### config.mk
export PLATFORM = sky130hd
export DESIGN_NAME = control_mc
export DESIGN_NICKNAME = d
export VERILOG_FILES = /design/src/rtl/control_mc.sv
export SDC_FILE = /design/constraint.sdc
export NUM_CORES = 1
export LEC_CHECK = 0
export ABC_AREA = 1
export BUFFER_PORTS_ARGS = -buffer_cell sky130_fd_sc_hd__clkbuf_2
export CORE_ASPECT_RATIO = 0.75
export CORE_MARGIN = 5
export CORE_UTILIZATION = 41
export CTS_CLUSTER_SIZE = 40
export DETAILED_ROUTE_END_ITERATION = 16
export GPL_TIMING_DRIVEN = 1
export PLACE_DENSITY = 0.7
export SLEW_MARGIN = 20
export SYNTH_ARGS = -nofsm -noshare
export SYNTH_HDL_FRONTEND = slang
export SYNTH_SLANG_ARGS = --single-unit
### constraint.sdc
create_clock -name i_clk -period 1.45 [get_ports i_clk]
set_input_delay 0.29 -clock i_clk [delete_from_list [all_inputs] [get_ports i_clk]]
set_output_delay 0.29 -clock i_clk [all_outputs]
set_load 0.005 [all_outputs]
### src/rtl/control_mc.sv
// Multicycle control unit for the accumulator CPU.
// Moore-style controller: strobes, mux selects and ALU op are decoded from the
// state register and the memory wait counter. The only exceptions are
// o_illegal in DECODE and the OP_WB ACC/ALU selects, which read the opcode.
// Memory-access states stretch to 1+MEM_WAIT cycles.
module control_mc #(
    parameter int OPW      = 8,
    parameter int ALUW     = 2,
    parameter int MEM_WAIT = 0
) (
    input  logic            i_clk,
    input  logic            i_rst,
    input  logic [OPW-1:0]  i_opcode,
    input  logic            i_acc_zero,
    input  logic            i_run,
    output logic            o_mem_rw,
    output logic            o_ld_mdr,
    output logic            o_ld_mar,
    output logic            o_ld_pc,
    output logic            o_ld_acc,
    output logic            o_ld_ir,
    output logic            o_mux_PC_to_ir_p1,
    output logic            o_mux_ACC_to_mdr_alur,
    output logic            o_mux_MAR_to_pc_ird,
    output logic            o_mux_MDR_to_mem_acc,
    output logic [ALUW-1:0] o_alu_ctrl,
    output logic            o_halted,
    output logic            o_illegal,
    output logic [3:0]      o_state
);

    typedef enum logic [3:0] {
        S_RESET      = 4'd0,
        S_FETCH_ADDR = 4'd1,
        S_FETCH_MEM  = 4'd2,
        S_FETCH_IR   = 4'd3,
        S_DECODE     = 4'd4,
        S_OP_ADDR    = 4'd5,
        S_OP_MEM     = 4'd6,
        S_OP_WB      = 4'd7,
        S_ST_ADDR    = 4'd8,
        S_ST_DATA    = 4'd9,
        S_ST_WR      = 4'd10,
        S_JUMP       = 4'd11,
        S_INC        = 4'd12,
        S_HALT       = 4'd13
    } state_t;

    localparam logic [2:0] OP_NOOP = 3'd0;
    localparam logic [2:0] OP_ADD  = 3'd1;
    localparam logic [2:0] OP_XOR  = 3'd2;
    localparam logic [2:0] OP_JMP  = 3'd3;
    localparam logic [2:0] OP_JZ   = 3'd4;
    localparam logic [2:0] OP_LDA  = 3'd5;
    localparam logic [2:0] OP_STA  = 3'd6;
    localparam logic [2:0] OP_HLT  = 3'd7;

    localparam logic [3:0]      WAIT_LAST = 4'(MEM_WAIT);
    localparam logic [ALUW-1:0] ALU_ADD   = ALUW'(0);
    localparam logic [ALUW-1:0] ALU_XOR   = ALUW'(1);

    state_t     state_q, state_d;
    logic [3:0] cnt_q, cnt_d;

    logic [2:0] op_s;
    logic       op_bad_s;
    logic       mem_last_s;

    assign op_s       = i_opcode[2:0];
    // Any set bit above the 3-bit opcode field makes the instruction unmapped.
    assign op_bad_s   = (i_opcode >> 3) != {OPW{1'b0}};
    assign mem_last_s = (cnt_q == WAIT_LAST);

    // Next-state and wait-counter logic; the counter is zero on entry to a memory state.
    always_comb begin
        state_d = state_q;
        cnt_d   = 4'd0;
        case (state_q)
            S_RESET:      state_d = S_FETCH_ADDR;
            S_FETCH_ADDR: state_d = S_FETCH_MEM;
            S_FETCH_MEM: begin
                if (mem_last_s) begin
                    state_d = S_FETCH_IR;
                end else begin
                    cnt_d = cnt_q + 4'd1;
                end
            end
            S_FETCH_IR:   state_d = S_DECODE;
            S_DECODE: begin
                if (op_bad_s) begin
                    state_d = S_INC;
                end else begin
                    case (op_s)
                        OP_NOOP: state_d = S_INC;
                        OP_ADD,
                        OP_XOR,
                        OP_LDA:  state_d = S_OP_ADDR;
                        OP_JMP:  state_d = S_JUMP;
                        OP_JZ:   state_d = i_acc_zero ? S_JUMP : S_INC;
                        OP_STA:  state_d = S_ST_ADDR;
                        OP_HLT:  state_d = S_HALT;
                        default: state_d = S_INC;
                    endcase
                end
            end
            S_OP_ADDR:    state_d = S_OP_MEM;
            S_OP_MEM: begin
                if (mem_last_s) begin
                    state_d = S_OP_WB;
                end else begin
                    cnt_d = cnt_q + 4'd1;
                end
            end
            S_OP_WB:      state_d = S_INC;
            S_ST_ADDR:    state_d = S_ST_DATA;
            S_ST_DATA:    state_d = S_ST_WR;
            S_ST_WR: begin
                if (mem_last_s) begin
                    state_d = S_INC;
                end else begin
                    cnt_d = cnt_q + 4'd1;
                end
            end
            S_JUMP:       state_d = S_FETCH_ADDR;
            S_INC:        state_d = S_FETCH_ADDR;
            S_HALT:       state_d = i_run ? S_INC : S_HALT;
            default:      state_d = S_RESET;
        endcase
    end

    // Output decode from the current state; unlisted strobes and selects stay 0.
    always_comb begin
        o_mem_rw              = 1'b0;
        o_ld_mdr              = 1'b0;
        o_ld_mar              = 1'b0;
        o_ld_pc               = 1'b0;
        o_ld_acc              = 1'b0;
        o_ld_ir               = 1'b0;
        o_mux_PC_to_ir_p1     = 1'b0;
        o_mux_ACC_to_mdr_alur = 1'b0;
        o_mux_MAR_to_pc_ird   = 1'b0;
        o_mux_MDR_to_mem_acc  = 1'b0;
        o_alu_ctrl            = ALU_ADD;
        o_halted              = 1'b0;
        o_illegal             = 1'b0;
        case (state_q)
            S_FETCH_ADDR: o_ld_mar = 1'b1;
            S_FETCH_MEM:  o_ld_mdr = mem_last_s;
            S_FETCH_IR:   o_ld_ir  = 1'b1;
            S_DECODE:     o_illegal = op_bad_s;
            S_OP_ADDR: begin
                o_ld_mar            = 1'b1;
                o_mux_MAR_to_pc_ird = 1'b1;
            end
            S_OP_MEM:     o_ld_mdr = mem_last_s;
            S_OP_WB: begin
                o_ld_acc = 1'b1;
                case (op_s)
                    OP_ADD:  o_mux_ACC_to_mdr_alur = 1'b1;
                    OP_XOR: begin
                        o_mux_ACC_to_mdr_alur = 1'b1;
                        o_alu_ctrl            = ALU_XOR;
                    end
                    default: o_mux_ACC_to_mdr_alur = 1'b0;
                endcase
            end
            S_ST_ADDR: begin
                o_ld_mar            = 1'b1;
                o_mux_MAR_to_pc_ird = 1'b1;
            end
            S_ST_DATA: begin
                o_ld_mdr             = 1'b1;
                o_mux_MDR_to_mem_acc = 1'b1;
            end
            S_ST_WR:      o_mem_rw = 1'b1;
            S_JUMP:       o_ld_pc  = 1'b1;
            S_INC: begin
                o_ld_pc           = 1'b1;
                o_mux_PC_to_ir_p1 = 1'b1;
            end
            S_HALT:       o_halted = 1'b1;
            default:      o_halted = 1'b0;
        endcase
    end

    assign o_state = state_q;

    // State and wait-counter registers; reset aborts any instruction immediately.
    always_ff @(posedge i_clk or posedge i_rst) begin
        if (i_rst) begin
            state_q <= S_RESET;
            cnt_q   <= 4'd0;
        end else begin
            state_q <= state_d;
            cnt_q   <= cnt_d;
        end
    end

endmodule

# After elaboration in Yosys (flattened, before gate mapping)

Index checks and enable logic that the tools add are counted.

Reductions and logical operators: 13
Muxes and demuxes: 25
Equal/unequal tests: 23
$add $sub $neg: 1

Operators with widths:

| cell                                          | count |
|---|---|
| one-hot mux 4 bit (12 select lines)           | 1 |
| == test 4 bit, second input constant          | 6 |
| two-way mux 4 bit                             | 6 |
| one-hot mux 4 bit (6 select lines)            | 1 |
| == test 4 x 3 -> 1 bit, second input constant | 4 |
| two-way mux 1 bit                             | 15 |
| == test 3 bit, second input constant          | 4 |
| OR reduction 3 bit                            | 4 |
| == test 4 x 2 -> 1 bit, second input constant | 2 |
| logical NOT 4 bit                             | 2 |
| nonzero test 8 bit                            | 1 |
| OR reduction 2 bit                            | 4 |
| == test 3 x 2 -> 1 bit, second input constant | 2 |
| inequality test 2 bit, second input constant  | 3 |
| adder 4 x 1 -> 4 bit, second input constant   | 1 |
| == test 4 x 1 -> 1 bit, second input constant | 1 |
| == test 3 x 1 -> 1 bit, second input constant | 1 |
| logical NOT 3 bit                             | 1 |
| two-way mux 3 bit                             | 1 |
| AND reduction 3 bit                           | 1 |
| one-hot mux 1 bit (2 select lines)            | 1 |

Bits in registers: 8
Input port bits: 12
Word-level logic and storage cells: 64

# Depth between registers and ports, before layout

Word-level depth: 5
Depth in mapped cells: 9

# Worst setup path after synthesis

OpenSTA, ideal clock, no wires.

Path type: register -> output
Start: register cnt_q[0]
End: output port o_ld_mdr
Data required time: 1.160 ns
Path slack: 0.145 ns
Cell stages (with the launch flop): 7
Arrival time: 1.015 ns
Path buffers: 0
Path through: dfrtp_1 -> inv_1 -> ha_1 -> nand2_1 -> nor2_1 -> inv_1 -> o22ai_1

Cells in the longest elaborated chain, start to end: 2

RTL lines:

| what                               | RTL line | RTL |
|---|---|---|
| from (decl)                        | 63       | `logic [3:0] cnt_q, cnt_d;` |
| from (signal assigned)             | 195      | `cnt_q <= cnt_d;` |
| logical NOT 4 bit                  | 72       | `assign mem_last_s = (cnt_q == WAIT_LAST);` |
| one-hot mux 1 bit (2 select lines) | 146      | `case (state_q)` |
| to (decl)                          | 17       | `output logic o_ld_mdr,` |

Every way passes these cells.

# Worst setup path in the final report

Start: register cnt_q[1]
End: output port o_ld_mdr

Same word-level chain as after synthesis.

==> impl_metrics.prom <==
# TYPE chip_impl_metric gauge
chip_impl_metric{name="routability_cong",unit=""} 0.8661
chip_impl_metric{name="clkSinkCount",unit=""} 8
chip_impl_metric{name="clock_insertion_delay_worst_skew",unit="ns"} 0.26
chip_impl_metric{name="cts_inserted_buffers",unit=""} 3
chip_impl_metric{name="report.final.setup_viol",unit=""} 10
chip_impl_metric{name="synth.ff_latch_count",unit=""} 8
chip_impl_metric{name="antenna_found_initial",unit=""} 0
chip_impl_metric{name="fin_ws",unit="ns"} -0.1627
chip_impl_metric{name="insertedDiodeCount",unit=""} 0
chip_impl_metric{name="coreArea",unit="mm²"} 0.001708
chip_impl_metric{name="finalNetCount",unit=""} 176
chip_impl_metric{name="cp_data_required_time",unit="ns"} 1.16
chip_impl_metric{name="vdd.ir_drop.worst",unit="mV"} 0.9742
chip_impl_metric{name="powerDensity",unit="mW/mm²"} 1533
chip_impl_info{name="rsz0062_at_grt",value="yes"} 1
chip_impl_metric{name="synth_warnings",unit=""} 0
chip_impl_metric{name="route.detailed.vias_per_inst",unit=""} 4.907
chip_impl_metric{name="mappedNetlistArea",unit="µm²"} 725.7
chip_impl_metric{name="synthesis.nets",unit=""} 130
chip_impl_metric{name="design.die.area",unit="mm²"} 0.002720
chip_impl_info{name="global_route.peak_usage_layer",value="met2"} 1
chip_impl_metric{name="first_iter_violations",unit=""} 45
chip_impl_metric{name="finished_layout_cell_area",unit="mm²"} 0.001094
chip_impl_metric{name="synth_cells",unit=""} 116
chip_impl_metric{name="cellLeakagePower",unit="nW"} 0.6364
chip_impl_info{name="dominantRegCellSynth",value="dfrtp_1"} 1
chip_impl_metric{name="met3_track_demand_over_resource_in_global_routing",unit="%"} 4.762
chip_impl_metric{name="drc",unit=""} 0
chip_impl_info{name="reg2reg_to",value="o_state[2]$_DFFE_PP0P_"} 1
chip_impl_metric{name="final-max-slew-violation-count",unit=""} 0
chip_impl_info{name="failed_checks",value="setup timing"} 1
chip_impl_metric{name="number_of_cells_on_the_worst_hold_path",unit=""} 7
chip_impl_metric{name="dieHeight",unit="µm"} 46.44
chip_impl_info{name="critical_path.startpoint",value="cnt_q[1]$_DFF_PP0_"} 1
chip_impl_metric{name="worst-r2r-setup-slack",unit="ns"} 0.03
chip_impl_metric{name="setup_tns",unit="ns"} -0.6821
chip_impl_metric{name="yosysSeqAreaShare",unit="%"} 27.59
chip_impl_metric{name="first_pass_iters",unit=""} 6
chip_impl_metric{name="layout-area-overhead-vs-synth",unit="%"} 50.69
chip_impl_info{name="critPathKind",value="reg -> out"} 1
chip_impl_metric{name="fin_hold_ws",unit="ns"} 0.4882
chip_impl_metric{name="fin_crit_sh",unit="%"} 111.2
chip_impl_metric{name="multi_input_area",unit="µm²"} 478.0
chip_impl_metric{name="critical_path_peak_fanout",unit=""} 2
chip_impl_metric{name="placed_area",unit="µm²"} 893.4
chip_impl_info{name="worst_setup_path_start_kind",value="flip-flop"} 1
chip_impl_metric{name="grt_util_met2",unit="%"} 29.18
chip_impl_metric{name="core.rowCount",unit=""} 13
chip_impl_metric{name="routed-via-count",unit=""} 893
chip_impl_metric{name="ff_latch_area",unit="µm²"} 205.2
chip_impl_metric{name="htreeDepth",unit=""} 1
chip_impl_metric{name="io_pins",unit=""} 30
chip_impl_info{name="cp-endpoint",value="o_ld_mdr"} 1
chip_impl_info{name="crit_path_end_kind",value="primary output"} 1
chip_impl_metric{name="nFillCells",unit=""} 139
chip_impl_info{name="status",value="complete, but fails checks"} 1
chip_impl_metric{name="final_core_utilization",unit="%"} 64.03
chip_impl_metric{name="power.total",unit="mW"} 1.677
chip_impl_metric{name="ratio_of_cells_with_drive_above_1_in_the_final_layout",unit="%"} 51.25
chip_impl_metric{name="worst-endpoint-arrival",unit="ns"} 1.32
chip_impl_metric{name="ff2ff_path_depth",unit=""} 9
chip_impl_metric{name="clk_path_buf_depth",unit=""} 2
chip_impl_metric{name="synth_cell_types",unit=""} 23
chip_impl_metric{name="routedWlPerCell",unit="µm"} 12.04
chip_impl_info{name="tritoncts",value="done"} 1
chip_impl_metric{name="antenna_violating_nets_post_route",unit=""} 0
chip_impl_metric{name="ys_async_sr_fraction",unit="%"} 100.0
chip_impl_metric{name="initial_core_util",unit="%"} 42.49
chip_impl_metric{name="chipWidth",unit="µm"} 58.58
chip_impl_metric{name="gr-usage-all-layers",unit="%"} 16.87
chip_impl_metric{name="synth_edf_count",unit=""} 0
chip_impl_metric{name="postSynthAreaPerCell",unit="µm²"} 6.256
chip_impl_info{name="worst_r2r_startpoint",value="o_state[0]$_DFFE_PP0P_"} 1
chip_impl_metric{name="fmax",unit="MHz"} 620.1
chip_impl_info{name="worstHoldPathType",value="in -> reg"} 1
chip_impl_metric{name="clkSlewWorstSetupHoldPaths",unit="ns"} 0.06
chip_impl_metric{name="final_hold_viol_count",unit=""} 0
chip_impl_metric{name="drv.max_cap_violation_count",unit=""} 0
chip_impl_metric{name="count_of_buffers_from_port_buffering",unit=""} 28
chip_impl_metric{name="first_global_vias",unit=""} 783
chip_impl_metric{name="finalCriticalPeriod",unit="ns"} 1.613
chip_impl_metric{name="hpwlAfterDp",unit="µm"} 1509
chip_impl_metric{name="worst_clock_skew",unit="ns"} 0.009949
chip_impl_info{name="ctsRootBufferMaster",value="clkbuf_4"} 1
chip_impl_metric{name="global_route.overflow_total",unit=""} 0
chip_impl_metric{name="met1_usage",unit="%"} 20.47
chip_impl_metric{name="pin_count_of_the_biggest_net_entering_global_routing",unit=""} 9
chip_impl_metric{name="grt_pass1_wl",unit="µm"} 3353
chip_impl_metric{name="route.final.wire_length",unit="µm"} 2192
## cell usage in the layout, fill, tap and decap left out, drive strengths merged, types with 2 or more instances in the layout
cell,netlist,routed
nand2,27,27
nand3,5,5
dfrtp,8,8
ha,2,2
nor2,27,27
buf,1,16
clkbuf,0,28
o21ai,6,6
a21oi,5,5
nand4,3,3
inv,27,27
## worst max-delay path, cell delays in order, from the launching register on
cell     delay (ns)
dfrtp_1        0.38
inv_1          0.06
ha_2           0.16
nand2_2        0.06
nor2_4         0.13
inv_2          0.06
o22ai_2        0.08
buf_2          0.13
## registers in the layout (all words and copies together) (netlist names)
signal,count
cnt_q,4
o_state,4
## report_power, final
| group | internal, mW | switching, mW | leakage, nW |
|---|---|---|---|
| sequential | 0.290 | 0.131 | 0.101 |
| clock | 0.0948 | 0.0770 | 0.0138 |
| combinational | 0.464 | 0.620 | 0.522 |
## how the worst min path moves through the flow
stage                startpoint                endpoint
finish              i_opcode[3]  o_state[3]$_DFFE_PP0P_
global route         i_acc_zero  o_state[0]$_DFFE_PP0P_
CTS                 i_opcode[0]  o_state[3]$_DFFE_PP0P_
detailed placement        i_rst      cnt_q[3]$_DFF_PP0_
global placement          i_rst      cnt_q[3]$_DFF_PP0_
floorplan                 i_rst      cnt_q[0]$_DFF_PP0_
## metrics by stage
stage	cells	setup WS [ns]
4_1_cts	176	-0.1440
6_report	182	-0.1627
5_1_grt	182	-0.2573
3_5_place_dp	166	0.04271
2_1_floorplan	116	0.1453
3_3_place_gp	166	0.09571
## logic make-up after synthesis
family                   share of synthesized area [%]
AO/OA/AOI/OAI                                    11.21
XOR/XNOR                                         1.207
adder cells (fa/ha/maj)                          3.448
buffers and inverters                            15.00
flip-flops                                       27.59
other                                           0.5167
AND/OR/NAND/NOR                                  41.04
## synth_stat cells, types with 2 or more instances
cell	n	area [µm²]
a21oi_1	3	15.01
a21oi_2	2	17.52
dfrtp_1	8	200.2
ha_1	2	25.02
inv_1	20	75.07
inv_2	7	26.28
nand2_1	23	86.33
nand2_2	3	18.77
nand3_1	5	25.02
nand4_1	3	18.77
nor2_1	19	71.32
nor2_2	6	37.54
nor2_4	2	22.52
o21ai_0	4	20.02
## layout make-up
cell class                 instances  share of cell area (%)
inverter                          27                   9.954
timing repair buffer              42                   23.00
multi-input combinational         80                   43.71
sequential                         8                   18.76
clock buffer                       3                   2.059
tap                               22                   2.517
## what timing repair did
action / CTS / global route
hold buffers: 1 / 0
setup endpoints to repair: 11 / 13
hold endpoints to repair: 8 / 0
buffers inserted: 6 / 6
resized for setup: 18 / 14
pin swaps: 5 / 8
## routing by layer
layer  up-vias  part of all wire, %
met5         -                    0
met4         0                 0.46
met3         5                  9.1
met2        42                   49
met1       400                   42
li1        446                    -
Power figures use the tool's default switching activity.
